## config.mk

```make
export PLATFORM = sky130hd
export DESIGN_NAME = serial_subtractor_flat
export DESIGN_NICKNAME = d
export VERILOG_FILES = /design/src/rtl/serial_subtractor_pkg.sv /design/src/rtl/serial_subtractor_if.sv /design/src/rtl/serial_subtractor_full_subtractor.sv /design/src/rtl/serial_subtractor.sv /design/src/flat_wrapper.sv
export SDC_FILE = /design/constraint.sdc
export NUM_CORES = 1
export LEC_CHECK = 0
export CORE_AREA = 2 2 60 62
export CTS_CLUSTER_SIZE = 12
export DETAILED_ROUTE_END_ITERATION = 10
export DIE_AREA = 0 0 62 64
export GPL_ROUTABILITY_DRIVEN = 0
export PLACE_DENSITY = 0.82
export SLEW_MARGIN = 20
export SYNTH_ARGS = -nofsm -noshare
export SYNTH_HDL_FRONTEND = slang
export SYNTH_SLANG_ARGS = --single-unit
```

## constraint.sdc

```tcl
create_clock -name clk -period 1.31 [get_ports clk]
set_input_delay 0.1965 -clock clk [delete_from_list [all_inputs] [get_ports clk]]
set_output_delay 0.1965 -clock clk [all_outputs]
set_load 0.01 [all_outputs]
```

## src/rtl/serial_subtractor_pkg.sv

```systemverilog
// Shared types and constants for the bit-serial subtractor.
package serial_sub_pkg;

  localparam int SERIAL_SUB_WIDTH = 8;

  typedef enum logic [1:0] {
    IDLE = 2'd0,
    RUN  = 2'd1,
    DONE = 2'd2
  } state_e;

endpackage

```

## src/rtl/serial_subtractor_if.sv

```systemverilog
// Start/done handshake bundle for serial_subtractor.
// Optional macro SERIAL_SUB_OVF_EN adds the signed-overflow flag.
interface serial_subtractor_if #(
  parameter int WIDTH = serial_sub_pkg::SERIAL_SUB_WIDTH
);
  logic             start_valid;
  logic             start_ready;
  logic [WIDTH-1:0] a;
  logic [WIDTH-1:0] b;
  logic             done_valid;
  logic             done_ready;
  logic [WIDTH-1:0] diff;
  logic             borrow;
  logic             busy;
`ifdef SERIAL_SUB_OVF_EN
  logic             ovf;

  modport master (
    output start_valid, a, b, done_ready,
    input  start_ready, done_valid, diff, borrow, busy, ovf
  );

  modport slave (
    input  start_valid, a, b, done_ready,
    output start_ready, done_valid, diff, borrow, busy, ovf
  );
`else
  modport master (
    output start_valid, a, b, done_ready,
    input  start_ready, done_valid, diff, borrow, busy
  );

  modport slave (
    input  start_valid, a, b, done_ready,
    output start_ready, done_valid, diff, borrow, busy
  );
`endif

endinterface

```

## src/rtl/serial_subtractor_full_subtractor.sv

```systemverilog
// One-bit full-subtractor cell: x - y - bin.
module full_subtractor (
  input  logic x,
  input  logic y,
  input  logic bin,
  output logic d,
  output logic bout
);

  // Borrow out when y exceeds x, or they are equal and a borrow came in.
  always_comb begin
    d    = x ^ y ^ bin;
    bout = (~x & y) | (~(x ^ y) & bin);
  end

endmodule

```

## src/rtl/serial_subtractor.sv

```systemverilog
// Bit-serial LSB-first subtractor: diff = a - b over WIDTH RUN cycles,
// one full_subtractor cell plus a registered borrow.
// Optional macro SERIAL_SUB_OVF_EN registers a signed-overflow flag.
module serial_subtractor
  import serial_sub_pkg::*;
#(
  parameter int WIDTH = SERIAL_SUB_WIDTH
) (
  input  logic               clk,
  input  logic               rst_n,
  serial_subtractor_if.slave bus
);

  localparam int CW = $clog2(WIDTH);
  localparam logic [CW-1:0] LAST_BIT = CW'(WIDTH - 1);

  state_e           state_q, state_d;
  logic [WIDTH-1:0] sa_q, sa_d;
  logic [WIDTH-1:0] sb_q, sb_d;
  logic [WIDTH-1:0] res_q, res_d;
  logic             br_q, br_d;
  logic [CW-1:0]    cnt_q, cnt_d;
`ifdef SERIAL_SUB_OVF_EN
  logic             ovf_q, ovf_d;
`endif

  logic cell_d;
  logic cell_bout;

  full_subtractor u_cell (
    .x    (sa_q[0]),
    .y    (sb_q[0]),
    .bin  (br_q),
    .d    (cell_d),
    .bout (cell_bout)
  );

  // Next-state and datapath updates: load on accept, shift one bit per RUN cycle.
  always_comb begin
    state_d = state_q;
    sa_d    = sa_q;
    sb_d    = sb_q;
    res_d   = res_q;
    br_d    = br_q;
    cnt_d   = cnt_q;
`ifdef SERIAL_SUB_OVF_EN
    ovf_d   = ovf_q;
`endif
    case (state_q)
      IDLE: begin
        if (bus.start_valid) begin
          state_d = RUN;
          sa_d    = bus.a;
          sb_d    = bus.b;
          res_d   = '0;
          br_d    = 1'b0;
          cnt_d   = '0;
`ifdef SERIAL_SUB_OVF_EN
          ovf_d   = 1'b0;
`endif
        end
      end
      RUN: begin
        sa_d  = sa_q >> 1;
        sb_d  = sb_q >> 1;
        res_d = {cell_d, res_q[WIDTH-1:1]};
        br_d  = cell_bout;
        cnt_d = cnt_q + CW'(1);
        if (cnt_q == LAST_BIT) begin
          state_d = DONE;
`ifdef SERIAL_SUB_OVF_EN
          // On the last bit sa_q[0]/sb_q[0] are the operand sign bits.
          ovf_d   = (sa_q[0] ^ sb_q[0]) & (sa_q[0] ^ cell_d);
`endif
        end
      end
      DONE: begin
        if (bus.done_ready) state_d = IDLE;
      end
      default: state_d = IDLE;
    endcase
  end

  // State and datapath registers; reset aborts any operation in flight.
  always_ff @(posedge clk or negedge rst_n) begin
    if (!rst_n) begin
      state_q <= IDLE;
      sa_q    <= '0;
      sb_q    <= '0;
      res_q   <= '0;
      br_q    <= 1'b0;
      cnt_q   <= '0;
`ifdef SERIAL_SUB_OVF_EN
      ovf_q   <= 1'b0;
`endif
    end else begin
      state_q <= state_d;
      sa_q    <= sa_d;
      sb_q    <= sb_d;
      res_q   <= res_d;
      br_q    <= br_d;
      cnt_q   <= cnt_d;
`ifdef SERIAL_SUB_OVF_EN
      ovf_q   <= ovf_d;
`endif
    end
  end

  // Handshake and result outputs come straight from registers.
  always_comb begin
    bus.start_ready = (state_q == IDLE);
    bus.busy        = (state_q == RUN);
    bus.done_valid  = (state_q == DONE);
    bus.diff        = res_q;
    bus.borrow      = br_q;
`ifdef SERIAL_SUB_OVF_EN
    bus.ovf         = ovf_q;
`endif
  end

endmodule
```

## src/flat_wrapper.sv

```systemverilog
// flat-port wrapper written by rule: the top's interface ports become plain ports
module serial_subtractor_flat import serial_sub_pkg::*;
#(
  parameter int WIDTH = SERIAL_SUB_WIDTH
)
  (clk, rst_n, bus_start_valid, bus_a, bus_b, bus_done_ready, bus_start_ready, bus_done_valid, bus_diff, bus_borrow, bus_busy);
  serial_subtractor_if #(.WIDTH(WIDTH)) bus_i ();
  input  logic clk;
  input  logic rst_n;
  input wire logic [$bits(bus_i.start_valid)-1:0] bus_start_valid;
  input wire logic [$bits(bus_i.a)-1:0] bus_a;
  input wire logic [$bits(bus_i.b)-1:0] bus_b;
  input wire logic [$bits(bus_i.done_ready)-1:0] bus_done_ready;
  output wire logic [$bits(bus_i.start_ready)-1:0] bus_start_ready;
  output wire logic [$bits(bus_i.done_valid)-1:0] bus_done_valid;
  output wire logic [$bits(bus_i.diff)-1:0] bus_diff;
  output wire logic [$bits(bus_i.borrow)-1:0] bus_borrow;
  output wire logic [$bits(bus_i.busy)-1:0] bus_busy;
  assign bus_i.start_valid = bus_start_valid;
  assign bus_i.a = bus_a;
  assign bus_i.b = bus_b;
  assign bus_i.done_ready = bus_done_ready;
  assign bus_start_ready = bus_i.start_ready;
  assign bus_done_valid = bus_i.done_valid;
  assign bus_diff = bus_i.diff;
  assign bus_borrow = bus_i.borrow;
  assign bus_busy = bus_i.busy;
  serial_subtractor #(.WIDTH(WIDTH)) u_core (.clk(clk), .rst_n(rst_n), .bus(bus_i));
endmodule
```

Word level (Yosys, flattened, before mapping)

Index checks and enable logic that the tools add are counted.

Equal/unequal tests: 6
Bitwise gates (word level): 7
Reductions and logical operators: 4
Mux-type cells: 14
Add/subtract/negate cells: 1

Operators by type and width:

| operator                                                                | count |
|---|---|
| 8-bit one-hot mux with 2 select lines                                   | 3 |
| 8-bit two-way mux                                                       | 3 |
| 2-bit two-way mux                                                       | 3 |
| 2-bit one-hot mux with 3 select lines                                   | 1 |
| 3-bit one-hot mux with 2 select lines                                   | 1 |
| 2-bit inequality test, second input constant                            | 2 |
| 3-bit by 1-bit adder with 3-bit output, second input constant           | 1 |
| 3-bit equality test, second input constant                              | 1 |
| 3-bit two-way mux                                                       | 1 |
| 3-bit AND reduction                                                     | 1 |
| 1-bit bitwise AND                                                       | 2 |
| 2-bit by 1-bit equality test with 1-bit output, second input constant   | 1 |
| 2-bit equality test, second input constant                              | 1 |
| 2-bit logical NOT                                                       | 1 |
| 2-bit by 1-bit inequality test with 1-bit output, second input constant | 1 |
| 1-bit NOT                                                               | 2 |
| 1-bit one-hot mux with 2 select lines                                   | 1 |
| 2-bit AND reduction                                                     | 1 |
| 2-bit nonzero test                                                      | 1 |
| 1-bit XOR                                                               | 2 |
| 1-bit two-way mux                                                       | 1 |
| 1-bit OR                                                                | 1 |

Flip-flop bits (word level): 30
Output and inout bits: 12

Depth between registers and ports, before layout

Gate-level depths: netlist of the first run.

Depth in word-level cells: 5
Gate-level depth with buffers: 4
Gate-level depth less buffers: 4

Cells and area by module

From an unflattened synthesis of the first run, not the netlist that was laid out.

Cells, all modules: 122
Area, all modules: 1322.5 um^2

Modules (own cells, without submodules):

| module            | area each (um^2) | sequential area each (um^2) | cells an instance | times used |
|---|---|---|---|---|
| serial_subtractor | 1291.2           | 750.7                       | 118               | 1 |
| full_subtractor   | 31.3             | 0.0                         | 4                 | 1 |

Worst setup path before layout of the first run

Ideal clock, no wire load.

Path kind: reg2reg
Start point: reg u_core.br_q (netlist: u_core.bus.borrow)
End point: reg u_core.res_q[7] (netlist: u_core.bus.diff[7])
Required time: 1189 ps
Setup slack: 16 ps
Arrival time: 1173 ps
Period minus slack after synthesis: 1294 ps
Cell stages (with the launch flop): 4
Path through: dfrtp_1 > fa_1 > inv_1 > a22o_1

Word-level cells in the longest chain between the ends: 2

RTL lines:

| what                                  | RTL line                                | source |
|---|---|---|
| start, declared                       | serial_subtractor.sv:21                 | `logic br_q, br_d;` |
| start signal, assigned                | serial_subtractor.sv:101                | `br_q <= br_d;` |
| 1-bit XOR                             | serial_subtractor_full_subtractor.sv:12 | `d = x ^ y ^ bin;` |
| 8-bit one-hot mux with 2 select lines | serial_subtractor.sv:49                 | `case (state_q)` |
| end signal, assigned                  | serial_subtractor.sv:100                | `res_q <= res_d;` |
| end, declared                         | serial_subtractor.sv:20                 | `logic [WIDTH-1:0] res_q, res_d;` |

No other way between the ends.
A chain may end at the register's enable or synchronous reset.

Final worst setup path of the first run

Start point: reg u_core.state_q[0]
End point: out bus_start_ready

Word-level cells in the longest chain between the ends: 1

RTL lines:

| what                   | RTL line                 | source |
|---|---|---|
| start, declared        | serial_subtractor.sv:17  | `state_e state_q, state_d;` |
| start signal, assigned | serial_subtractor.sv:97  | `state_q <= state_d;` |
| 2-bit logical NOT      | serial_subtractor.sv:111 | `bus.start_ready = (state_q == IDLE);` |
| end, declared          | flat_wrapper.sv:14       | `output wire logic [$bits(bus_i.start_ready)-1:0] bus_start_ready;` |

No other way between the ends.

==> results of run 1 <==
==> critical path, delay by kind of cell (launching register included) <==
| family | cells | cell delay (ns) |
|---|---|---|
| simple gates | 1 | 0.12 |
| buf+inv | 3 | 0.35 |
| flops | 1 | 0.41 |
==> metrics by stage <==
stage / setup TNS, ns / total power (W)
2_1_floorplan: 0 / 0.002822
3_3_place_gp: -2.259 / 0.003414
3_5_place_dp: -3.245 / 0.003507
4_1_cts: -0.3397 / 0.004160
5_1_grt: -1.529 / 0.004823
6_report: -0.8082 / 0.004511
==> per-layer routing <==
layer  vias up  routed length [µm]
met5         -                   0
met4         0                  42
met3         5                 211
met2        38                1912
met1       624                1529
li1        551                   -
==> how the worst max path moves through the flow <==
stage                             startpoint                             end  slack [ns]  cells past startpoint
6_report       u_core.state_q[0]$_DFFE_PN0P_                 bus_start_ready       -0.10                      4
5_1_grt        u_core.state_q[0]$_DFFE_PN0P_                 bus_start_ready       -0.13                      4
4_1_cts        u_core.state_q[0]$_DFFE_PN0P_                 bus_start_ready       -0.09                      4
3_5_place_dp                 bus_start_valid      u_core.sa_q[2]$_DFFE_PN0P_       -0.19                      4
3_3_place_gp                 bus_start_valid      u_core.sb_q[5]$_DFFE_PN0P_       -0.12                      4
2_1_floorplan  u_core.bus.borrow$_DFFE_PN0P_  u_core.bus.diff[7]$_DFFE_PN0P_        0.02                      3
==> logic make-up after synthesis <==
family	share of synthesized area, %
and+or+nand+nor	17.10
AOI/OAI and AO/OA	17.79
DFF	51.81
buffers and inverters	9.411
adders and majority gates	3.109
muxes	0.7771
==> sequential cells by signal, indices dropped and copies added (netlist names) <==
register	cells
u_core.state_q	2
u_core.sa_q	8
u_core.sb_q	8
u_core.cnt_q	3
u_core.bus.diff	8
u_core.bus.borrow	1
==> area by class of cell <==
| class | count | area (µm²) | share of cell area, % |
|---|---|---|---|
| clock buffers | 7 | 55.05 | 2.594 |
| clock inverters | 1 | 5.005 | 0.2358 |
| well taps | 46 | 57.56 | 2.712 |
| repair buffers | 53 | 553.0 | 26.06 |
| multi-input cells | 66 | 635.6 | 29.95 |
| flip-flops and latches | 30 | 752.0 | 35.44 |
| inverters | 17 | 63.81 | 3.007 |
==> power groups by stage <==
stage          clock network, W  logic (W)  registers [W]
2_1_floorplan                 0    0.00120        0.00162
3_3_place_gp                  0    0.00182        0.00160
3_5_place_dp                  0    0.00189        0.00162
4_1_cts                0.000583    0.00197        0.00160
5_1_grt                0.000630    0.00253        0.00166
6_report               0.000579    0.00231        0.00162
==> repair_timing <==
action	CTS	global route
resized for setup	33	22
setup buffers	5	4
pin swaps	3	4
cloned	0	2
setup endpoints to repair	37	30
==> cell usage in the layout (no fill, tap or decap), types with 2 or more instances in the layout <==
cell type                         netlist  routed
sky130_fd_sc_hd__ha_1                   2       2
sky130_fd_sc_hd__nor4b_1               12       7
sky130_fd_sc_hd__nor4b_2                0       5
sky130_fd_sc_hd__a211oi_1              12       5
sky130_fd_sc_hd__a222oi_1               2       2
sky130_fd_sc_hd__buf_8                  0       2
sky130_fd_sc_hd__clkdlybuf4s50_1        0      19
sky130_fd_sc_hd__a22o_1                11      11
sky130_fd_sc_hd__nor2b_1                2       2
sky130_fd_sc_hd__nand2_1                2       2
sky130_fd_sc_hd__a211oi_2               0       7
sky130_fd_sc_hd__dlygate4sd2_1          0       8
sky130_fd_sc_hd__dfrtp_1               30      29
sky130_fd_sc_hd__nor3b_1               12      12
sky130_fd_sc_hd__buf_12                 0       4
sky130_fd_sc_hd__clkbuf_4               0       5
sky130_fd_sc_hd__inv_1                 17      17
sky130_fd_sc_hd__buf_2                  3       2
sky130_fd_sc_hd__buf_4                  2      10
sky130_fd_sc_hd__buf_6                  3       6
==> report_table.html, run 1 <==
<table>
<tr><th>Metric</th><th>Value</th></tr>
<tr><th colspan="2">Routing</th></tr>
<tr><td>Detailed Route WL</td><td>~3.7 mm</td></tr>
<tr><td>DRT iter0 DRCs</td><td>83</td></tr>
<tr><td>DR vias/cell</td><td>5.536</td></tr>
<tr><td>Avg WL per Cell</td><td>about 17 µm</td></tr>
<tr><td>Routed via count</td><td>around 1200</td></tr>
<tr><td>Residual antenna-violating net count after detailed routing</td><td>0</td></tr>
<tr><td>Post-route DRC</td><td>0</td></tr>
<tr><td>Initial DRT Pass Iterations</td><td>4</td></tr>
<tr><th colspan="2">Worst setup path</th></tr>
<tr><td>Slowest stage delay, CP</td><td>0.41 ns</td></tr>
<tr><td>CP Class</td><td>flop to output port</td></tr>
<tr><td>Worst r2r path cells</td><td>5</td></tr>
<tr><td>Reg-to-Reg Start</td><td>u_core.state_q[0]$_DFFE_PN0P_</td></tr>
<tr><td>Kind of end point of the critical path</td><td>output port</td></tr>
<tr><td>Required @ worst endpoint</td><td>around 1.1 ns</td></tr>
<tr><td>Cells along the critical path</td><td>buf_6 -&gt; buf_6 -&gt; nor2_4 -&gt; buf_6</td></tr>
<tr><td>Data arrival time of the critical path</td><td>around 1.2 ns</td></tr>
<tr><td>R2R setup slack</td><td>-0.04 ns</td></tr>
<tr><td>Critical Path Start Type</td><td>flop</td></tr>
<tr><td>Standard cell with the maximum stage delay on the critical path</td><td>sky130_fd_sc_hd__dfrtp_1</td></tr>
<tr><td>Biggest fanout along the worst timing path</td><td>2</td></tr>
<tr><td>RR Endpoint</td><td>u_core.sa_q[0]$_DFFE_PN0P_</td></tr>
<tr><td>Cell type with the highest occurrence count on the critical path</td><td>sky130_fd_sc_hd__buf_6</td></tr>
<tr><th colspan="2">STA</th></tr>
<tr><td>Final Hold Vio Count</td><td>0</td></tr>
<tr><td>Fraction of the cycle the final worst path needs</td><td>107.7%</td></tr>
<tr><td>RSZ-0062 raised after global routing</td><td>true</td></tr>
<tr><td>Number of pins with negative max-slew slack in the final report</td><td>0</td></tr>
<tr><td>Final count of negative-setup-slack endpoints</td><td>22</td></tr>
<tr><td>Max-slew headroom at the worst pin</td><td>73.95%</td></tr>
<tr><td>Slew of the pin with the lowest slew margin</td><td>slightly below 0.4 ns</td></tr>
<tr><td>Setup Skew</td><td>between 0.01 and 0.015 ns</td></tr>
<tr><td>Time the worst path needs with I/O delays and setup</td><td>between 1 and 1.5 ns</td></tr>
<tr><td>Max Clk Rate</td><td>0.7089 GHz</td></tr>
<tr><td>Post-route setup slack</td><td>-0.1007 ns</td></tr>
<tr><td>Post-route worst hold slack</td><td>0.2275 ns</td></tr>
<tr><th colspan="2">Power</th></tr>
<tr><td>Relative contribution of combinational cells to total power</td><td>roughly half</td></tr>
<tr><td>Maximum resistive drop on vdd</td><td>between 0.001 and 0.0015 V</td></tr>
<tr><td>Total power density per cell area</td><td>between 2000 and 2500 nW/µm²</td></tr>
<tr><td>Proportion of power drawn by flip-flops and latches</td><td>between 30% and 40%</td></tr>
<tr><td>Total net switching power</td><td>around 0.0016 W</td></tr>
<tr><td>Share of total power in the clock network</td><td>between 10% and 20%</td></tr>
<tr><td>P_leak</td><td>approximately 0.94 nW</td></tr>
<tr><td>Int Pwr</td><td>around 0.0029 W</td></tr>
<tr><td>Fraction of power spent switching nets</td><td>approximately 37%</td></tr>
<tr><th colspan="2">Floorplanning</th></tr>
<tr><td>Die extent in y</td><td>64 µm</td></tr>
<tr><td>Horizontal extent of the die</td><td>62 µm</td></tr>
<tr><td>Starting Density</td><td>44.11%</td></tr>
<tr><td>Die area</td><td>3968 µm²</td></tr>
<tr><td>Number of top-level pins</td><td>32</td></tr>
<tr><td>Num rows</td><td>21</td></tr>
<tr><td>Placeable core area</td><td>3284 µm²</td></tr>
<tr><th colspan="2">Global route</th></tr>
<tr><td>Met3 Resource Use GR</td><td>roughly 5.7%</td></tr>
<tr><td>GR met2 Demand/Resource</td><td>~29%</td></tr>
<tr><td>Layer carrying the most global-route usage</td><td>met2</td></tr>
<tr><td>Largest net degree at the start of global routing</td><td>31</td></tr>
<tr><td>Sum of overflow across all layers after global routing</td><td>0</td></tr>
<tr><td>Initial antenna violation count</td><td>0</td></tr>
<tr><td>Vias in the first global route</td><td>about 1200</td></tr>
<tr><td>Met1 global-route usage</td><td>between 20% and 30%</td></tr>
<tr><td>GRT Resource Usage Total</td><td>about a fifth</td></tr>
<tr><td>First-pass GRT wire length</td><td>5.457 mm</td></tr>
<tr><th colspan="2">Placement</th></tr>
<tr><td>Count of buffers from port buffering</td><td>31</td></tr>
<tr><td>Half-perimeter wire length after placement</td><td>around 2.2 mm</td></tr>
<tr><td>Post-placement cell count</td><td>a little over 200</td></tr>
<tr><td>Post-DP Area</td><td>1847 µm²</td></tr>
<tr><td>Setup WS pre-CTS</td><td>-0.1862 ns</td></tr>
<tr><th colspan="2">Synthesis</th></tr>
<tr><td>Gate Count Post-Synth</td><td>around 120</td></tr>
<tr><td>Share of Yosys cell area claimed by the top area cell type</td><td>51.81%</td></tr>
<tr><td>Distinct cell type count after synthesis</td><td>26</td></tr>
<tr><td>Netlist area before placement</td><td>between 1000 and 1500 µm²</td></tr>
<tr><td>Net count of the mapped netlist</td><td>around 150</td></tr>
<tr><td>Number of enable-type register cells in the synthesized netlist</td><td>0</td></tr>
<tr><td>Part of the Yosys area used for sequential elements</td><td>slightly above 50%</td></tr>
<tr><td>Async set or reset register ratio after synthesis</td><td>between 90% and 100%</td></tr>
<tr><td>Per-instance average area after synthesis</td><td>between 10 and 15 µm²</td></tr>
<tr><td>Top post-synthesis cells by count</td><td>30 x sky130_fd_sc_hd__dfrtp_1, 17 x sky130_fd_sc_hd__inv_1, 12 x sky130_fd_sc_hd__a211oi_1, 12 x sky130_fd_sc_hd__nor3b_1, 12 x sky130_fd_sc_hd__nor4b_1</td></tr>
<tr><td>Dominant cells by area after synthesis</td><td>sky130_fd_sc_hd__dfrtp_1 52%, sky130_fd_sc_hd__nor4b_1 7.3%, sky130_fd_sc_hd__a22o_1 6.6%, sky130_fd_sc_hd__a211oi_1 6.2%, sky130_fd_sc_hd__nor3b_1 6.2%</td></tr>
<tr><td>Dominant cell by count in the synthesized netlist</td><td>sky130_fd_sc_hd__dfrtp_1</td></tr>
<tr><td>Most area-hungry cell type in the Yosys netlist</td><td>sky130_fd_sc_hd__dfrtp_1</td></tr>
<tr><td>Yosys reg bits</td><td>30</td></tr>
<tr><td>Yosys warning count</td><td>0</td></tr>
<tr><td>Main flop type after synthesis</td><td>sky130_fd_sc_hd__dfrtp_1</td></tr>
<tr><th colspan="2">Status</th></tr>
<tr><td>Run status</td><td>finished with violations</td></tr>
<tr><td>Violated checks</td><td>negative setup slack</td></tr>
<tr><th colspan="2">Final layout</th></tr>
<tr><td>Cell area after layout</td><td>2122 µm²</td></tr>
<tr><td>Count of antenna diodes in the layout</td><td>0</td></tr>
<tr><td>Relative area change from synthesis to final layout</td><td>46.46%</td></tr>
<tr><td>Count of fill cells added during filler insertion</td><td>252</td></tr>
<tr><td>Layout cell share with drive strength beyond 1</td><td>around 29%</td></tr>
<tr><td>Post-route insts no fill</td><td>220</td></tr>
<tr><td>Final #Nets</td><td>between 150 and 200</td></tr>
<tr><td>Final core occ</td><td>about 65%</td></tr>
<tr><th colspan="2">CTS</th></tr>
<tr><td>TritonCTS clock tree</td><td>built</td></tr>
<tr><td>Insertion delay to the later sink of the worst-skew pair</td><td>approximately 0.33 ns</td></tr>
<tr><td>Clock slew at the register clock pins of the worst setup and hold paths</td><td>about 0.10 ns</td></tr>
<tr><td>CTS root buf</td><td>sky130_fd_sc_hd__clkbuf_4</td></tr>
<tr><td>CTS Buffer Depth</td><td>2</td></tr>
<tr><td>Number of clock buffers inserted by TritonCTS</td><td>5</td></tr>
<tr><td>Hold-fix buffer count after cts</td><td>0</td></tr>
<tr><td>Sink count of the clock tree</td><td>30</td></tr>
<tr><td>Max H-tree Level</td><td>2</td></tr>
<tr><th colspan="2">Worst hold path</th></tr>
<tr><td>Type of the worst min-delay path</td><td>input port to async pin</td></tr>
<tr><th colspan="2">Job</th></tr>
<tr><td>Max-cap violation count</td><td>0</td></tr>
</table>
Power figures use the tool's default switching activity.
==> run 2, diff against run 1 <==
--- a/config.mk
+++ b/config.mk
@@ -5,13 +5,14 @@
 export SDC_FILE = /design/constraint.sdc
 export NUM_CORES = 1
 export LEC_CHECK = 0
-export CORE_AREA = 2 2 60 62
+export CORE_AREA = 2 2 59 61
 export CTS_CLUSTER_SIZE = 12
 export DETAILED_ROUTE_END_ITERATION = 10
-export DIE_AREA = 0 0 62 64
+export DIE_AREA = 0 0 61 63
 export GPL_ROUTABILITY_DRIVEN = 0
-export PLACE_DENSITY = 0.82
+export PLACE_DENSITY = 0.79
 export SLEW_MARGIN = 20
 export SYNTH_ARGS = -nofsm -noshare
 export SYNTH_HDL_FRONTEND = slang
+export SYNTH_HIERARCHICAL = 1
 export SYNTH_SLANG_ARGS = --single-unit
==> run 2 against run 1 <==
Net effect:
- the run still ends with negative setup slack left
- first-iteration DRC count is 27% lower
- sequential share of layout area is 3.2 points higher
- clock power is 13% lower
- synthesized cell count is 0.81% lower
- final area is 8.3% lower
- critical endpoint unchanged
- highest routed layer unchanged
==> report_table.html, run 2 <==
<table>
<tr><th>Metric</th><th>Value</th></tr>
<tr><th colspan="2">Floorplanning</th></tr>
<tr><td>Horizontal extent of the die</td><td>61 µm</td></tr>
<tr><td>Placeable core area</td><td>between 3000 and 4000 µm²</td></tr>
<tr><td>Die area</td><td>roughly 3800 µm²</td></tr>
<tr><td>Num rows</td><td>21</td></tr>
<tr><td>Number of top-level pins</td><td>32</td></tr>
<tr><td>Die extent in y</td><td>about 63 µm</td></tr>
<tr><td>Starting Density</td><td>approximately two fifths</td></tr>
<tr><th colspan="2">CTS</th></tr>
<tr><td>Number of clock buffers inserted by TritonCTS</td><td>5</td></tr>
<tr><td>Clock slew at the register clock pins of the worst setup and hold paths</td><td>about 0.09 ns</td></tr>
<tr><td>Hold-fix buffer count after cts</td><td>0</td></tr>
<tr><td>CTS Buffer Depth</td><td>2</td></tr>
<tr><td>Sink count of the clock tree</td><td>30</td></tr>
<tr><td>Insertion delay to the later sink of the worst-skew pair</td><td>approximately 0.33 ns</td></tr>
<tr><td>Max H-tree Level</td><td>2</td></tr>
<tr><td>CTS root buf</td><td>sky130_fd_sc_hd__clkbuf_4</td></tr>
<tr><td>TritonCTS clock tree</td><td>built</td></tr>
<tr><th colspan="2">Final layout</th></tr>
<tr><td>Relative area change from synthesis to final layout</td><td>47.21%</td></tr>
<tr><td>Count of antenna diodes in the layout</td><td>0</td></tr>
<tr><td>Layout cell share with drive strength beyond 1</td><td>29.17%</td></tr>
<tr><td>Commonest non-fill, non-tap cells in the layout</td><td>29 x sky130_fd_sc_hd__dfrtp_1, 19 x sky130_fd_sc_hd__clkdlybuf4s50_1, 15 x sky130_fd_sc_hd__a21oi_1, 15 x sky130_fd_sc_hd__o22ai_2, 13 x sky130_fd_sc_hd__o22ai_1</td></tr>
<tr><td>Most common library cell in the layout ignoring fill and taps</td><td>sky130_fd_sc_hd__dfrtp_1</td></tr>
<tr><td>Post-route insts no fill</td><td>around 210</td></tr>
<tr><td>Final #Nets</td><td>roughly 190</td></tr>
<tr><th colspan="2">Synthesis</th></tr>
<tr><td>Main flop type after synthesis</td><td>sky130_fd_sc_hd__dfrtp_1</td></tr>
<tr><td>Distinct cell type count after synthesis</td><td>21</td></tr>
<tr><td>Netlist area before placement</td><td>about 1300 µm²</td></tr>
<tr><td>Most area-hungry cell type in the Yosys netlist</td><td>sky130_fd_sc_hd__dfrtp_1</td></tr>
<tr><td>Share of Yosys cell area claimed by the top area cell type</td><td>between 50% and 60%</td></tr>
<tr><td>Dominant cells by area after synthesis</td><td>sky130_fd_sc_hd__dfrtp_1 57%, sky130_fd_sc_hd__o22ai_1 13%, sky130_fd_sc_hd__a22o_1 7.3%, sky130_fd_sc_hd__a21oi_1 5.7%, sky130_fd_sc_hd__ha_1 1.9%</td></tr>
<tr><td>Yosys reg bits</td><td>30</td></tr>
<tr><td>Number of enable-type register cells in the synthesized netlist</td><td>0</td></tr>
<tr><td>Net count of the mapped netlist</td><td>roughly 150</td></tr>
<tr><td>Gate Count Post-Synth</td><td>122</td></tr>
<tr><td>Part of the Yosys area used for sequential elements</td><td>a little under three fifths</td></tr>
<tr><td>Yosys warning count</td><td>6</td></tr>
<tr><td>Async set or reset register ratio after synthesis</td><td>100.0%</td></tr>
<tr><td>Dominant cell by count in the synthesized netlist</td><td>sky130_fd_sc_hd__dfrtp_1</td></tr>
<tr><td>Per-instance average area after synthesis</td><td>around 11 µm²</td></tr>
<tr><td>Top post-synthesis cells by count</td><td>30 x sky130_fd_sc_hd__dfrtp_1, 28 x sky130_fd_sc_hd__o22ai_1, 15 x sky130_fd_sc_hd__a21oi_1</td></tr>
<tr><th colspan="2">Job</th></tr>
<tr><td>Max-cap violation count</td><td>0</td></tr>
<tr><th colspan="2">Routing</th></tr>
<tr><td>Avg WL per Cell</td><td>~15 µm</td></tr>
<tr><td>Residual antenna-violating net count after detailed routing</td><td>0</td></tr>
<tr><td>DRT iter0 DRCs</td><td>a little over 60</td></tr>
<tr><td>DR vias/cell</td><td>about 5.5</td></tr>
<tr><td>Initial DRT Pass Iterations</td><td>4</td></tr>
<tr><td>Detailed Route WL</td><td>3.204 mm</td></tr>
<tr><td>Post-route DRC</td><td>0</td></tr>
<tr><td>Routed via count</td><td>about 1200</td></tr>
<tr><th colspan="2">Status</th></tr>
<tr><td>Run status</td><td>finished with violations</td></tr>
<tr><td>Violated checks</td><td>negative setup slack</td></tr>
<tr><th colspan="2">Placement</th></tr>
<tr><td>Count of buffers from port buffering</td><td>31</td></tr>
<tr><td>Post-placement cell count</td><td>202</td></tr>
<tr><td>Half-perimeter wire length after placement</td><td>2.079 mm</td></tr>
<tr><th colspan="2">Worst setup path</th></tr>
<tr><td>Biggest fanout along the worst timing path</td><td>4</td></tr>
<tr><td>Worst r2r path cells</td><td>6</td></tr>
<tr><td>Required @ worst endpoint</td><td>~1.1 ns</td></tr>
<tr><td>Critical Path Start Type</td><td>flop</td></tr>
<tr><td>RR Endpoint</td><td>u_core/sa_q[6]$_DFFE_PN0P_</td></tr>
<tr><td>Kind of end point of the critical path</td><td>output port</td></tr>
<tr><td>R2R setup slack</td><td>-0.01 ns</td></tr>
<tr><td>Reg-to-Reg Start</td><td>u_core/state_q[1]$_DFFE_PN0P_</td></tr>
<tr><td>CP Class</td><td>flop to output port</td></tr>
<tr><td>Data arrival time of the critical path</td><td>~1.2 ns</td></tr>
<tr><th colspan="2">Global route</th></tr>
<tr><td>Vias in the first global route</td><td>around 1200</td></tr>
<tr><td>Largest net degree at the start of global routing</td><td>31</td></tr>
<tr><td>Sum of overflow across all layers after global routing</td><td>0</td></tr>
<tr><td>Initial antenna violation count</td><td>0</td></tr>
<tr><td>First-pass GRT wire length</td><td>between 5 and 6 mm</td></tr>
<tr><td>GRT Resource Usage Total</td><td>18.23%</td></tr>
<tr><th colspan="2">STA</th></tr>
<tr><td>Setup Skew</td><td>approximately 0.0019 ns</td></tr>
<tr><td>Final Hold Vio Count</td><td>0</td></tr>
<tr><td>Time the worst path needs with I/O delays and setup</td><td>approximately 1.4 ns</td></tr>
<tr><td>RSZ-0062 raised after global routing</td><td>true</td></tr>
<tr><td>Slew of the pin with the lowest slew margin</td><td>between 0.15 and 0.2 ns</td></tr>
<tr><td>Final count of negative-setup-slack endpoints</td><td>6</td></tr>
<tr><td>Max Clk Rate</td><td>just over 0.7 GHz</td></tr>
<tr><td>Max-slew headroom at the worst pin</td><td>87.30%</td></tr>
<tr><td>Number of pins with negative max-slew slack in the final report</td><td>0</td></tr>
<tr><td>Post-route setup slack</td><td>-0.07914 ns</td></tr>
<tr><td>Fraction of the cycle the final worst path needs</td><td>106.0%</td></tr>
<tr><th colspan="2">Power</th></tr>
<tr><td>Maximum resistive drop on vdd</td><td>between 0.0009 and 0.001 V</td></tr>
<tr><td>Total power density per cell area</td><td>approximately 2100 nW/µm²</td></tr>
<tr><td>Tot Pwr</td><td>0.004169 W</td></tr>
<tr><td>P_leak</td><td>between 0.8 and 0.9 nW</td></tr>
<tr><th colspan="2">Worst hold path</th></tr>
<tr><td>Type of the worst min-delay path</td><td>input port to async pin</td></tr>
</table>
==> run 2: cell types whose count changed after synthesis, moves of 3 or more <==
cell	previous run	this run
sky130_fd_sc_hd__a21oi_1	1	15
sky130_fd_sc_hd__nor3b_1	12	0
sky130_fd_sc_hd__nor2_1	1	4
sky130_fd_sc_hd__nor4b_1	12	0
sky130_fd_sc_hd__inv_1	17	5
sky130_fd_sc_hd__a211oi_1	12	0
sky130_fd_sc_hd__o21ai_0	0	5
sky130_fd_sc_hd__o22ai_1	0	28
==> run 2: worst max-delay path, cell delays in order (launching register included) <==
cell and delay, ns:
sky130_fd_sc_hd__dfrtp_1 0.41, sky130_fd_sc_hd__buf_6 0.14, sky130_fd_sc_hd__buf_6 0.12, sky130_fd_sc_hd__nor2_4 0.10, sky130_fd_sc_hd__buf_6 0.10
==> run 2: area by class of cell <==
class	instances	area, µm²
clock buffer	5	37.54
fill	289	1285
timing repair buffer	49	470.5
clock inverter	2	10.01
tap	46	57.56
multi-input combinational	76	596.8
sequential	30	752.0
inverter	6	22.52
==> run 2: worst max path at each step <==
stage | startpoint | endpoint | depth (start not counted)
after detailed placement | u_core/state_q[1]$_DFFE_PN0P_ | bus_start_ready | 3
after global routing | u_core/state_q[1]$_DFFE_PN0P_ | bus_start_ready | 4
final | u_core/state_q[1]$_DFFE_PN0P_ | bus_start_ready | 4
after floorplan | u_core/bus.borrow$_DFFE_PN0P_ | u_core/bus.diff[7]$_DFFE_PN0P_ | 3
after CTS | u_core/state_q[1]$_DFFE_PN0P_ | bus_start_ready | 4
after global placement | u_core/state_q[1]$_DFFE_PN0P_ | bus_busy | 3
==> run 2: logic make-up after synthesis <==
family                   Yosys count  synth area share, %
flip-flops                        30                56.76
AO/OA/AOI/OAI                     61                29.23
buffers and inverters             16                6.338
AND/OR/NAND/NOR                   12                4.257
adder cells (fa/ha/maj)            3                3.406
==> run 2: metrics by stage <==
| stage | setup TNS (ns) | setup slack, ns | area, µm² | hold slack [ns] | utilization (%) |
|---|---|---|---|---|---|
| 4_1_cts | -0.2056 | -0.1357 | 1844 | 0.2088 | 57.07 |
| 3_3_place_gp | -0.1945 | -0.05282 | 1739 | 0.4837 | 53.81 |
| 5_1_grt | -1.042 | -0.1319 | 1947 | 0.2216 | 60.24 |
| 6_report | -0.2107 | -0.07914 | 1947 | 0.2158 | 60.24 |
| 2_1_floorplan | 0 | 0.1167 | 1323 | -0.09909 | - |
| 3_5_place_dp | -0.4239 | -0.07167 | 1739 | 0.4832 | 53.81 |
==> run 2: layer usage <==
layer / up-vias / GRT usage [%] / routed length (µm)
met3: 4 / 6.004 / 184
met5: - / 0 / 0
met1: 580 / 22.91 / 1412
met2: 35 / 29.30 / 1578
met4: 0 / 5.435 / 28
li1: 550 / - / -
==> run 2: where the power goes <==
group / internal [W] / switching [W] / leakage [nW]
combinational: 0.00103 / 0.000888 / 0.477
sequential: 0.00135 / 0.000391 / 0.365
clock: 0.000192 / 0.000312 / 0.0308
==> run 2: timing repair <==
item | in CTS | in global routing
hold endpoints to repair | 0 | 0
gates resized for setup | 34 | 17
buffers inserted | 2 | 3
endpoints found under the setup margin | 12 | 17
pin swaps | 0 | 2
